==> src/rtl/sdram_arb_pkg.sv <==
// Shared types for the two-port SDRAM arbiter: port IDs and the round-robin pick.
package sdram_arb_pkg;
  localparam int NUM_PORTS = 2;

  typedef logic port_id_t;

  localparam port_id_t PORT_VIDEO = 1'b0;
  localparam port_id_t PORT_CPU   = 1'b1;

  // On a tie the port that did not win last time goes next.
  function automatic port_id_t rr_pick(input logic [NUM_PORTS-1:0] req, input port_id_t last);
    if (&req) return ~last;
    return req[PORT_CPU] ? PORT_CPU : PORT_VIDEO;
  endfunction
endpackage

==> src/rtl/sdram_arb_tag_fifo.sv <==
// In-order FIFO of issuing port IDs; one entry per read accepted by the controller.
module sdram_arb_tag_fifo
  import sdram_arb_pkg::*;
#(
  parameter  int DEPTH = 4,
  localparam int AW    = $clog2(DEPTH)
) (
  input  logic          clk_clk,
  input  logic          reset_reset_n,
  input  logic          push,
  input  logic          pop,
  input  port_id_t      din,
  output port_id_t      head,
  output logic          full,
  output logic          empty,
  output logic [AW:0]   count
);
  port_id_t      mem [DEPTH];
  logic [AW-1:0] wr_ptr, rd_ptr;
  logic          do_push, do_pop;

  assign full    = (count == DEPTH[AW:0]);
  assign empty   = (count == '0);
  assign do_push = push & ~full;
  assign do_pop  = pop & ~empty;
  assign head    = mem[rd_ptr];

  always_ff @(posedge clk_clk or negedge reset_reset_n) begin
    if (!reset_reset_n) begin
      wr_ptr <= '0;
      rd_ptr <= '0;
      count  <= '0;
    end else begin
      if (do_push) wr_ptr <= wr_ptr + 1'b1;
      if (do_pop)  rd_ptr <= rd_ptr + 1'b1;
      case ({do_push, do_pop})
        2'b10:   count <= count + 1'b1;
        2'b01:   count <= count - 1'b1;
        default: ;
      endcase
      // A response with no tag (e.g. after a reset mid-burst) is dropped.
      assert (!(pop && empty)) else $warning("sdram_arb_tag_fifo: response with no outstanding tag dropped");
    end
  end

  always_ff @(posedge clk_clk) begin
    if (do_push) mem[wr_ptr] <= din;
  end
endmodule

==> src/rtl/sdram_arbiter.sv <==
// Round-robin arbiter sharing one SDRAM controller slave between video (port 0) and CPU (port 1).
module sdram_arbiter
  import sdram_arb_pkg::*;
#(
  parameter int ADDR_W      = 24,
  parameter int DATA_W      = 16,
  parameter int MAX_PENDING = 4
) (
  input  logic                clk_clk,
  input  logic                reset_reset_n,
  input  logic [ADDR_W-1:0]   p0_address,
  input  logic                p0_read,
  input  logic                p0_write,
  input  logic [DATA_W-1:0]   p0_writedata,
  input  logic [DATA_W/8-1:0] p0_byteenable,
  output logic                p0_waitrequest,
  output logic [DATA_W-1:0]   p0_readdata,
  output logic                p0_readdatavalid,
  input  logic [ADDR_W-1:0]   p1_address,
  input  logic                p1_read,
  input  logic                p1_write,
  input  logic [DATA_W-1:0]   p1_writedata,
  input  logic [DATA_W/8-1:0] p1_byteenable,
  output logic                p1_waitrequest,
  output logic [DATA_W-1:0]   p1_readdata,
  output logic                p1_readdatavalid,
  output logic [ADDR_W-1:0]   m_address,
  output logic                m_read,
  output logic                m_write,
  output logic [DATA_W-1:0]   m_writedata,
  output logic [DATA_W/8-1:0] m_byteenable,
  input  logic                m_waitrequest,
  input  logic [DATA_W-1:0]   m_readdata,
  input  logic                m_readdatavalid
);
  localparam int BE_W  = DATA_W/8;
  localparam int CNT_W = $clog2(MAX_PENDING) + 1;

  logic [NUM_PORTS-1:0]             rd, wr, req, port_wait, rdv;
  logic [NUM_PORTS-1:0][ADDR_W-1:0] addr;
  logic [NUM_PORTS-1:0][DATA_W-1:0] wdata;
  logic [NUM_PORTS-1:0][BE_W-1:0]   be;

  logic       locked, cmd_vld, accept;
  port_id_t   locked_id, last_grant, grant;
  logic       fifo_full, fifo_empty;
  port_id_t   fifo_head;
  logic [CNT_W-1:0] fifo_count;

  assign rd    = {p1_read, p0_read};
  assign wr    = {p1_write, p0_write};
  assign addr  = {p1_address, p0_address};
  assign wdata = {p1_writedata, p0_writedata};
  assign be    = {p1_byteenable, p0_byteenable};

  // Reads become ineligible as soon as the tag FIFO is full, even if a pop is in flight.
  assign req     = wr | (rd & {NUM_PORTS{~fifo_full}});
  assign grant   = locked ? locked_id : rr_pick(req, last_grant);
  assign cmd_vld = locked | req[grant];

  assign m_read       = cmd_vld & rd[grant];
  assign m_write      = cmd_vld & wr[grant];
  assign m_address    = addr[grant];
  assign m_writedata  = wdata[grant];
  assign m_byteenable = be[grant];
  assign accept       = (m_read | m_write) & ~m_waitrequest;

  for (genvar i = 0; i < NUM_PORTS; i++) begin : g_port
    assign port_wait[i] = ~(cmd_vld && grant == port_id_t'(i)) | m_waitrequest;
    assign rdv[i]       = m_readdatavalid & ~fifo_empty & (fifo_head == port_id_t'(i));
  end

  assign p0_waitrequest   = port_wait[PORT_VIDEO];
  assign p1_waitrequest   = port_wait[PORT_CPU];
  assign p0_readdatavalid = rdv[PORT_VIDEO];
  assign p1_readdatavalid = rdv[PORT_CPU];
  assign p0_readdata      = m_readdata;
  assign p1_readdata      = m_readdata;

  // A stalled command pins the grant so the master's held command is never swapped out.
  always_ff @(posedge clk_clk or negedge reset_reset_n) begin
    if (!reset_reset_n) begin
      locked     <= 1'b0;
      locked_id  <= PORT_VIDEO;
      last_grant <= PORT_CPU;
    end else begin
      if (accept) begin
        locked     <= 1'b0;
        last_grant <= grant;
      end else if (m_read | m_write) begin
        locked    <= 1'b1;
        locked_id <= grant;
      end
      assert (fifo_count <= CNT_W'(MAX_PENDING)) else $error("sdram_arbiter: tag count overflow");
    end
  end

  sdram_arb_tag_fifo #(.DEPTH(MAX_PENDING)) u_tag_fifo (
    .clk_clk       (clk_clk),
    .reset_reset_n (reset_reset_n),
    .push          (accept & m_read),
    .pop           (m_readdatavalid),
    .din           (grant),
    .head          (fifo_head),
    .full          (fifo_full),
    .empty         (fifo_empty),
    .count         (fifo_count)
  );
endmodule
==> config.mk <==
export PLATFORM = sky130hd
export DESIGN_NAME = sdram_arbiter
export DESIGN_NICKNAME = d
export VERILOG_FILES = /design/src/rtl/sdram_arb_pkg.sv /design/src/rtl/sdram_arb_tag_fifo.sv /design/src/rtl/sdram_arbiter.sv
export SDC_FILE = /design/constraint.sdc
export NUM_CORES = 1
export LEC_CHECK = 0
export ABC_AREA = 1
export CAP_MARGIN = 20
export CELL_PAD_IN_SITES_DETAIL_PLACEMENT = 0
export CELL_PAD_IN_SITES_GLOBAL_PLACEMENT = 1
export CORE_MARGIN = 2
export CORE_UTILIZATION = 15
export CTS_BUF_LIST = sky130_fd_sc_hd__clkbuf_2
export CTS_CLUSTER_DIAMETER = 100
export DETAILED_ROUTE_END_ITERATION = 12
export PLACE_DENSITY_LB_ADDON = 0.08
export SETUP_SLACK_MARGIN = 0.15
export SLEW_MARGIN = 20
export SYNTH_ARGS = -nofsm -noshare
export SYNTH_HDL_FRONTEND = slang
export SYNTH_SLANG_ARGS = --single-unit
==> constraint.sdc <==
create_clock -name clk_clk -period 2.25 [get_ports clk_clk]
set_clock_uncertainty 0.05 [all_clocks]
set_input_delay 0.45 -clock clk_clk [delete_from_list [all_inputs] [get_ports clk_clk]]
set_output_delay 0.45 -clock clk_clk [all_outputs]
set_load 0.01 [all_outputs]
[After elaboration in Yosys (flattened, before gate mapping)]
Memories as Yosys holds them, arrays and structs flattened.
Cells that the tools add are included.
Word-level totals
  memory bits (writable): 4
  memories kept: 1
  bits in registers: 10
  bits of input ports: 108
  output and inout port bits: 80
  word-level logic and storage cells: 67
Operators by class
  eq/ne operators: 3
  add/subtract/negate cells: 4
  reduce and logical (&&, ||, !) cells: 7
  bitwise gates (word level): 23
  order comparisons: 1
  multiplexer cells: 22
Memory list
  u_tag_fifo.mem: words 4, bits a word 1, read ports 1, clocked after Yosys merged registers in 0, wr ports 1, line sdram_arb_tag_fifo.sv:18  | port_id_t mem [DEPTH];
Operator list (number)
  24-bit two-way mux: 2
  16-bit two-way mux: 2
  1-bit two-way mux: 15
  1-bit inverter: 9
  1-bit AND: 8
  3-bit one-hot mux with 2 select lines: 1
  2-bit by 1-bit adder with 2-bit output, second input constant: 2
  2-bit two-way mux: 2
  1-bit OR: 4
  2-bit AND reduction: 2
  2-bit nonzero test: 2
  3-bit by 1-bit adder with 3-bit output, second input constant: 1
  3-bit equality test, second input constant: 1
  3-bit zero test: 1
  3-bit by 1-bit subtractor with 3-bit output, second input constant: 1
  2-bit AND: 1
  2-bit by 1-bit equality test with 1-bit output, second input constant: 1
  2-bit equality test, second input constant: 1
  1-bit logical AND: 2
  1-bit by 2-bit less-than comparator with 1-bit output, second input constant: 1
  2-bit OR: 1

[Longest topological paths before layout]
Gate-level depths: netlist (run 1).
  word-level depth: 18
  depth in mapped cells: 18
  depth with buffers taken out: 18

[Cells and area by module]
From an unflattened synthesis (run 1), not the netlist that was laid out.
Unflattened totals
  cell total of the unflattened synthesis: 286
  area, all modules: 1706.6 um2
Modules (own cells, without submodules)
  sdram_arbiter: seq. area each 76.3 um2, cells each 213, area an instance 1076.0 um2, instances 1
  sdram_arb_tag_fifo: seq. area each 295.3 um2, cells each 73, area an instance 630.6 um2, instances 1

[Least setup slack after synthesis (run 1)]
Ideal clock, no wire load.
  kind: register -> register
  start: register u_tag_fifo.count[1]
  end: register u_tag_fifo.count[2]
  arrival time: 2.174 ns
  setup slack: -0.105 ns
  period minus slack after synthesis: 2.355 ns
  path buffers: 0
  data required time: 2.069 ns
  library setup time: 0.131 ns
  stages on the path, launching flop included: 18
  cells stage by stage: dfrtp_1 -> nor2_2 -> nand2_2 -> nand2_1 -> a21oi_2 -> nand2_2 -> nand3_1 -> nand2_1 -> nand2_1 -> nand2_2 -> inv_4 -> nand2_4 -> ha_1 -> inv_1 -> fa_1 -> a21oi_1 -> o21ai_0 -> xor2_1
Between the ends
  word-level cells in the longest chain between the ends: 18
  elaborated cells between the ends (all ways): 31
  those cells by class: 2 x add/sub; 3 x eq/ne; 11 x mux; 12 x bitwise; 3 x reduce/logical
RTL lines
  start, declared: line sdram_arb_tag_fifo.sv:16  | output logic [AW:0] count
  start signal, assigned: line sdram_arb_tag_fifo.sv:37  | 2'b10: count <= count + 1'b1;
  start signal, assigned: line sdram_arb_tag_fifo.sv:38  | 2'b01: count <= count - 1'b1;
  3-bit equality test *: line sdram_arb_tag_fifo.sv:22  | assign full = (count == DEPTH[AW:0]);
  1-bit inverter *: line sdram_arbiter.sv:57  | assign req = wr | (rd & {NUM_PORTS{~fifo_full}});
  2-bit AND *: line sdram_arbiter.sv:57
  2-bit OR *: line sdram_arbiter.sv:57
  2-bit AND reduction: line sdram_arb_pkg.sv:12  | if (&req) return ~last;
  1-bit two-way mux: line sdram_arb_pkg.sv:12
  1-bit two-way mux: line sdram_arb_pkg.sv:13  | return req[PORT_CPU] ? PORT_CPU : PORT_VIDEO;
  1-bit two-way mux: line sdram_arbiter.sv:58  | assign grant = locked ? locked_id : rr_pick(req, last_grant);
  [3 not listed]
  1-bit AND *: line sdram_arbiter.sv:61  | assign m_read = cmd_vld & rd[grant];
  net m_read: line sdram_arbiter.sv:28  | output logic m_read,
  1-bit OR: line sdram_arbiter.sv:66  | assign accept = (m_read | m_write) & ~m_waitrequest;
  1-bit AND: line sdram_arbiter.sv:66
  1-bit AND *: line sdram_arbiter.sv:101  | .push (accept & m_read),
  1-bit AND *: line sdram_arb_tag_fifo.sv:24  | assign do_push = push & ~full;
  2-bit by 1-bit equality test with 1-bit output or 2-bit equality test (tied branches): line sdram_arb_tag_fifo.sv:36  | case ({do_push, do_pop})
  3-bit one-hot mux with 2 select lines or 2-bit nonzero test (tied branches)
Mark *: on every way through the listed nets, which the timed path passes. The rest lies on a longest branch. The select of a mux whose other input is x is not followed.
A chain may end at the register's enable or synchronous reset.

[Worst setup path in the final report (run 1)]
  start: input port p1_write
  end: output port m_writedata[2]
Between the ends
  word-level cells in the longest chain between the ends: 7
  elaborated cells between the ends (all ways): 8
  those cells by class: 6 x mux; 1 x bitwise; 1 x reduce/logical
RTL lines
  start, declared: line sdram_arbiter.sv:21  | input logic p1_write,
  2-bit OR *: line sdram_arbiter.sv:57
  2-bit AND reduction: line sdram_arb_pkg.sv:12
  1-bit two-way mux: line sdram_arb_pkg.sv:12
  1-bit two-way mux *: line sdram_arb_pkg.sv:13
  1-bit two-way mux *: line sdram_arbiter.sv:58
  16-bit two-way mux (implied by the code) * (2 in a row): line sdram_arbiter.sv:64  | assign m_writedata = wdata[grant];
  end, declared: line sdram_arbiter.sv:30  | output logic [DATA_W-1:0] m_writedata,
Mark *: on every way between the ends. The rest lies on a longest branch, timed or not. The select of a mux whose other input is x is not followed.

==> reports/results.tsv, run 1 <==
metric	value	unit
hold_class	in -> async	
crit_cells	11	
fin_area	0.003852	sq mm
drtPass1Iterations	4	
cts.htree.levels	1	
start_util	15.29	%
fmax	0.4050	GHz
die_w	108.7	um
finalCritPeriodShare	109.7	%
peakVddDrop	0.0006046	V
crit_family	buffers and inverters	
required	1750	ps
root_buffer	clkbuf_2	
outcome	finished, violations left	
cts.sink_count	14	
violations	negative setup slack	
final_common_cell	clkdlybuf4s50_1	
rsz0062_at_grt	true	
gr-total-overflow	0	
cts.clk_slew.worst_paths	150	ps
cpPeakStageDelay	510	ps
dieArea	0.01180	sq mm
clk_path_buf_depth	2	
first_iter_violations	83	
gp_congestion	0.7238	
crit_top_cell	buf_6	
drtAntennaViolNets	0	
period_needed	2469	ps
synth_edf_count	4	
relSlewSlack	68.10	%
synth_ff_type	dfrtp_1	
final_layout_size_suffix_gt1_share	50.48	%
cp_num_buf_inv	6	
finalNetCount	533	
grt_pass1_vias	2125	
finalSetupViolations	48	
syn_nets	386	
yosysWarnings	0	
grt_pass1_wl	10.45	mm
num_antenna_cells	0	
slew_violations	0	
wirelength	7.576	mm
cp-start-kind	input port	
vias_per_cell	3.801	
synth.distinct_cells	24	
syn_area	0.001643	sq mm
crit_type	in -> out	
slowest_stage	clkdlybuf4s50_1	
portBuffers	139	
post-place-ws	-568.2	ps
antenna_found_initial	0	
insertion_delay	280	ps
path_max_fanout	8	
track_usage	11.57	%
synth_seq_cells	14	
syn_inst	272	
pwr_density_cell	1371	mW/mm^2
avgSynthCellArea	6.040	sq um
cts_buffers	3	
final_cell_mix	89 x clkdlybuf4s50_1, 73 x nand2_2, 63 x nand2_1	
leakagePower	1.896	nW
grt_max_degree	18	
areaGrowthSynthToFinish	134.5	%
core-area	0.01075	sq mm
avgRoutedWirePerCell	13.58	um
r2r_cells	18	
report.power.total	0.005283	W
tritoncts	yes	
row_count	38	
cp-end-kind	output pin	
arrival	1970	ps
vias	2121	
synth-async-reset-ratio	71.43	%
hold_buffers	0	
dpl_cell_area	0.003146	sq mm
drcViolationCount	0	
die_h	108.7	um
ys_seq_area_share	22.62	%
hold_viol	0	
tightest_slew	477.0	ps
postLayoutSetupSlackWorst	-218.8	ps
maxCapViolCount	0	
dp_hpwl	5.497	mm
io_pins	188	
worstPathCellList	clkdlybuf4s50_1 > inv_2 > a21oi_4 > nand2_4 > nand2_8 > buf_6 > buf_6 > buf_16 > nand2_2 > nand2_1 > buf_2	
[cell type report]
class | instances | area [sq um]
inverter | 22 | 101.3
clock buffer | 3 | 15.01
sequential | 14 | 371.6
tap | 140 | 175.2
fill | 1210 | 6893
timing repair buffer | 183 | 1901
clock inverter | 1 | 3.754
multi-input combinational | 195 | 1285
[metrics by stage]
step	cells	setup TNS, ps	hold WS [ps]	util, %
final	558	-8666	425.0	35.85
after global routing	558	-13530	427.9	35.85
after CTS	551	-8034	431.1	31.43
after detailed placement	532	-25280	407.0	29.27
after global placement	532	-24720	409.9	29.27
after floorplan	272	0	104.4	-
[cell families after synthesis]
group | synth area share, %
simple gates | 44.02
compound gates | 3.427
xor+xnor | 1.600
flops | 22.62
buf+inv | 23.31
fa+ha+maj | 5.027
[metal layers]
layer	wire, um	GRT usage, %	part of all wire, %
met4	34	2.198	0.45
met2	4052	21.25	53
met5	0	0	0
met3	857	4.722	11
met1	2633	12.52	35
[sequential cells by signal (all words and copies together), names as in the netlist]
register and flops:
u_tag_fifo.mem 4, u_tag_fifo.count 3, u_tag_fifo.rd_ptr 2, u_tag_fifo.wr_ptr 2
last_grant 1, locked 1, locked_id 1
[power breakdown]
part	switching, W	internal (W)	leakage (nW)
clock network	0.0000852	0.0000386	0.0140
registers	0.0000916	0.000388	0.155
logic	0.00220	0.00248	1.73
total	0.00237	0.00291	1.90
[path summary, 6_finish.rpt]
| check | from | to | slack, ps |
|---|---|---|---|
| min reg2reg | u_tag_fifo.rd_ptr[1]$_DFFE_PN0P_ | u_tag_fifo.rd_ptr[1]$_DFFE_PN0P_ | 430 |
| max | p1_write | m_writedata[2] | -220 |
| max in group asynchronous | reset_reset_n | last_grant$_DFFE_PN1P_ | 1380 |
| max reg2reg | u_tag_fifo.count[0]$_DFFE_PN0P_ | u_tag_fifo.count[2]$_DFFE_PN0P_ | -160 |
| min | reset_reset_n | u_tag_fifo.count[1]$_DFFE_PN0P_ | 430 |
| min in group clk_clk | u_tag_fifo.rd_ptr[1]$_DFFE_PN0P_ | u_tag_fifo.rd_ptr[1]$_DFFE_PN0P_ | 430 |
[synthesized netlist by cell type, types with 2 or more instances]
master,count,area [sq um]
nand2_1,149,559.3
o21ai_0,3,15.01
nor2_2,5,31.28
nand2_4,2,22.52
edfxtp_1,4,120.1
dfrtp_1,9,225.2
nand3_1,7,35.03
nand2_2,8,50.05
buf_2,4,20.02
ha_1,5,62.56
inv_1,19,71.32
xor2_1,2,17.52
buf_4,37,277.8
nor2_1,5,18.77
inv_2,2,7.510
a21oi_1,3,15.01
[what timing repair did]
action	4_1_cts	5_1_grt
setup buffers	10	3
hold endpoints to repair	0	0
pin swaps	32	24
endpoints found under the setup margin	50	58
cloned	5	4
resized for setup	258	100
Note: power is estimated with default switching activity, not from simulation.
==> run 2, diff against run 1 <==
CAP_MARGIN = 40   (was 20)
MAX_ROUTING_LAYER = met4   (was default)
==> reports/results.tsv, run 2 (synthesis results as in run 1) <==
metric	value	unit	change
top_regs	u_tag_fifo.mem: 4 flops, u_tag_fifo.count: 3 flops		unchanged
clk_path_buf_depth	2		unchanged
internal-power	0.002933	W	was 0.002910 W
drtPass1Iterations	4		unchanged
instances_no_fill	559		was 558
avgRoutedWirePerCell	13.62	um	was 13.58 um
insertion_delay	280	ps	about the same
num_antenna_cells	0		unchanged
final_layout_size_suffix_gt1_share	50.84	%	was 50.48%
cp-start-kind	input port		unchanged
wirelength	7.612	mm	was 7.576 mm
cp_num_buf_inv	6		unchanged
p_comb_share	88.7	%	was 88.6%
post-route-util	36.04	%	was 35.85%
cts.clk_slew.worst_paths	150	ps	about the same
areaGrowthSynthToFinish	135.7	%	was 134.5%
cts_buffers	3		unchanged
slew_violations	0		unchanged
vias	2128		was 2121
p_sw	0.002391	W	was 0.002372 W
cts.sink_count	14		unchanged
fmax	0.4059	GHz	was 0.4050 GHz
relSlewSlack	67.78	%	was 68.10%
antenna_found_initial	0		unchanged
peakVddDrop	0.0005788	V	was 0.0006046 V
pwr_density_cell	1375	mW/mm^2	was 1371 mW/mm^2
worstPathCellList	clkdlybuf4s50_1 > inv_2 > a21oi_4 > nand2_4 > nand2_8 > buf_6 > buf_6 > buf_16 > nand2_2 > nand2_1 > buf_2		unchanged
tritoncts	yes		unchanged
crit_family	buffers and inverters		unchanged
outcome	finished, violations left		unchanged
drcViolationCount	0		unchanged
start_util	15.29	%	unchanged
io_pins	188		unchanged
violations	negative setup slack		unchanged
r2r_slack	-160	ps	about the same
dp_hpwl	5.497	mm	unchanged
vias_per_cell	3.807		was 3.801
drtAntennaViolNets	0		unchanged
row_count	38		unchanged
power_frac_clock	2.3	%	about the same
hold_buffers	0		unchanged
portBuffers	139		unchanged
grt_max_degree	18		unchanged
required	1750	ps	about the same
rsz0062_at_grt	true		unchanged
core-area	0.01075	sq mm	unchanged
gp_congestion	0.7324		was 0.7238
endpoint	m_writedata[2]		unchanged
final_cell_mix	89 x clkdlybuf4s50_1, 72 x nand2_2, 62 x nand2_1		was 89 x clkdlybuf4s50_1, 73 x nand2_2, 63 x nand2_1
finalCritPeriodShare	109.5	%	was 109.7%
dieArea	0.01180	sq mm	unchanged
tightest_slew	481.7	ps	was 477.0 ps
finalSetupViolations	48		unchanged
place_inst	532		unchanged
first_iter_violations	74		was 83
leakagePower	1.913	nW	was 1.896 nW
report.power.total	0.005325	W	was 0.005283 W
final_common_cell	clkdlybuf4s50_1		unchanged
crit_top_cell	buf_6		unchanged
switching_share	44.91	%	about the same
grt_pass1_vias	2129		was 2125
finalNetCount	534		was 533
die_w	108.7	um	unchanged
crit_cells	11		unchanged
die_h	108.7	um	unchanged
period_needed	2464	ps	was 2469 ps
worstReg2RegEnd	u_tag_fifo.count[2]$_DFFE_PN0P_		unchanged
startpoint	p1_write		unchanged
gr-total-overflow	0		unchanged
hold_class	in -> async		unchanged
largest_register_ff_count	4		unchanged
cp-end-kind	output pin		unchanged
root_buffer	clkbuf_2		unchanged
seqPwrFrac	9.0	%	was 9.1%
largest-register	u_tag_fifo.mem		unchanged
path_max_fanout	8		unchanged
r2r_cells	18		unchanged
postLayoutSetupSlackWorst	-213.5	ps	was -218.8 ps
hold_viol	0		unchanged
track_usage	11.91	%	was 11.57%
r2r_start	u_tag_fifo.count[0]$_DFFE_PN0P_		unchanged
grt_pass1_wl	10.45	mm	unchanged
crit_type	in -> out		unchanged
cts.htree.levels	1		unchanged
cpPeakStageDelay	510	ps	about the same
slowest_stage	clkdlybuf4s50_1		unchanged
maxCapViolCount	0		unchanged
arrival	1960	ps	was 1970 ps
[run 2: worst min-delay path by stage]
| stage | from | end | slack, ps | depth (start not counted) |
|---|---|---|---|---|
| after floorplan | reset_reset_n | locked$_DFFE_PN0P_ | 100 | 0 |
| after global placement | u_tag_fifo.rd_ptr[1]$_DFFE_PN0P_ | u_tag_fifo.rd_ptr[1]$_DFFE_PN0P_ | 410 | 1 |
| after detailed placement | u_tag_fifo.rd_ptr[1]$_DFFE_PN0P_ | u_tag_fifo.rd_ptr[1]$_DFFE_PN0P_ | 410 | 1 |
| after CTS | u_tag_fifo.rd_ptr[1]$_DFFE_PN0P_ | u_tag_fifo.rd_ptr[1]$_DFFE_PN0P_ | 430 | 1 |
| after global routing | reset_reset_n | u_tag_fifo.rd_ptr[0]$_DFFE_PN0P_ | 430 | 1 |
| final | reset_reset_n | u_tag_fifo.count[1]$_DFFE_PN0P_ | 430 | 1 |
[run 2: final cells by class]
type                    instances  area [sq um]
flip-flops and latches         14         371.6
fillers                      1213          6873
clock inverters                 1         3.754
well taps                     140         175.2
repair buffers                184          1908
inverters                      22         101.3
clock buffers                   3         15.01
multi-input cells             195          1297
[run 2: timing repair]
action                                  in CTS  in global routing
cloned                                       5                  4
endpoints found under the setup margin      50                 58
setup buffers                               10                  4
endpoints found under the hold margin        0                  0
gates resized for setup                    258                104
pin swaps                                   32                 27
[run 2: per-stage QoR]
stage	setup slack (ps)	TNS [ps]	instance area (sq um)	hold slack, ps
2_1_floorplan	18.55	0	1674	104.4
6_report	-213.5	-8465	3872	426.0
3_3_place_gp	-551.1	-24720	3146	409.9
5_1_grt	-324.1	-13550	3872	427.9
3_5_place_dp	-568.2	-25280	3146	407.0
4_1_cts	-206.3	-8034	3377	431.1
[run 2: power by group through the flow]
stage	Clock, W	Combinational [W]	Sequential (W)
floorplan	0	0.00158	0.000464
global route	0.000147	0.00515	0.000494
CTS	0.000136	0.00382	0.000478
finish	0.000124	0.00472	0.000479
detailed placement	0	0.00321	0.000478
global placement	0	0.00326	0.000483
[run 2: routing by layer]
metal | vias to the layer above | wire length (um) | track usage (%)
met1 | 948 | 2825 | 13.43
met3 | 4 | 649 | 3.108
met5 | - | 0 | -
met2 | 96 | 4103 | 21.34
li1 | 1080 | - | -
met4 | 0 | 34 | 2.198
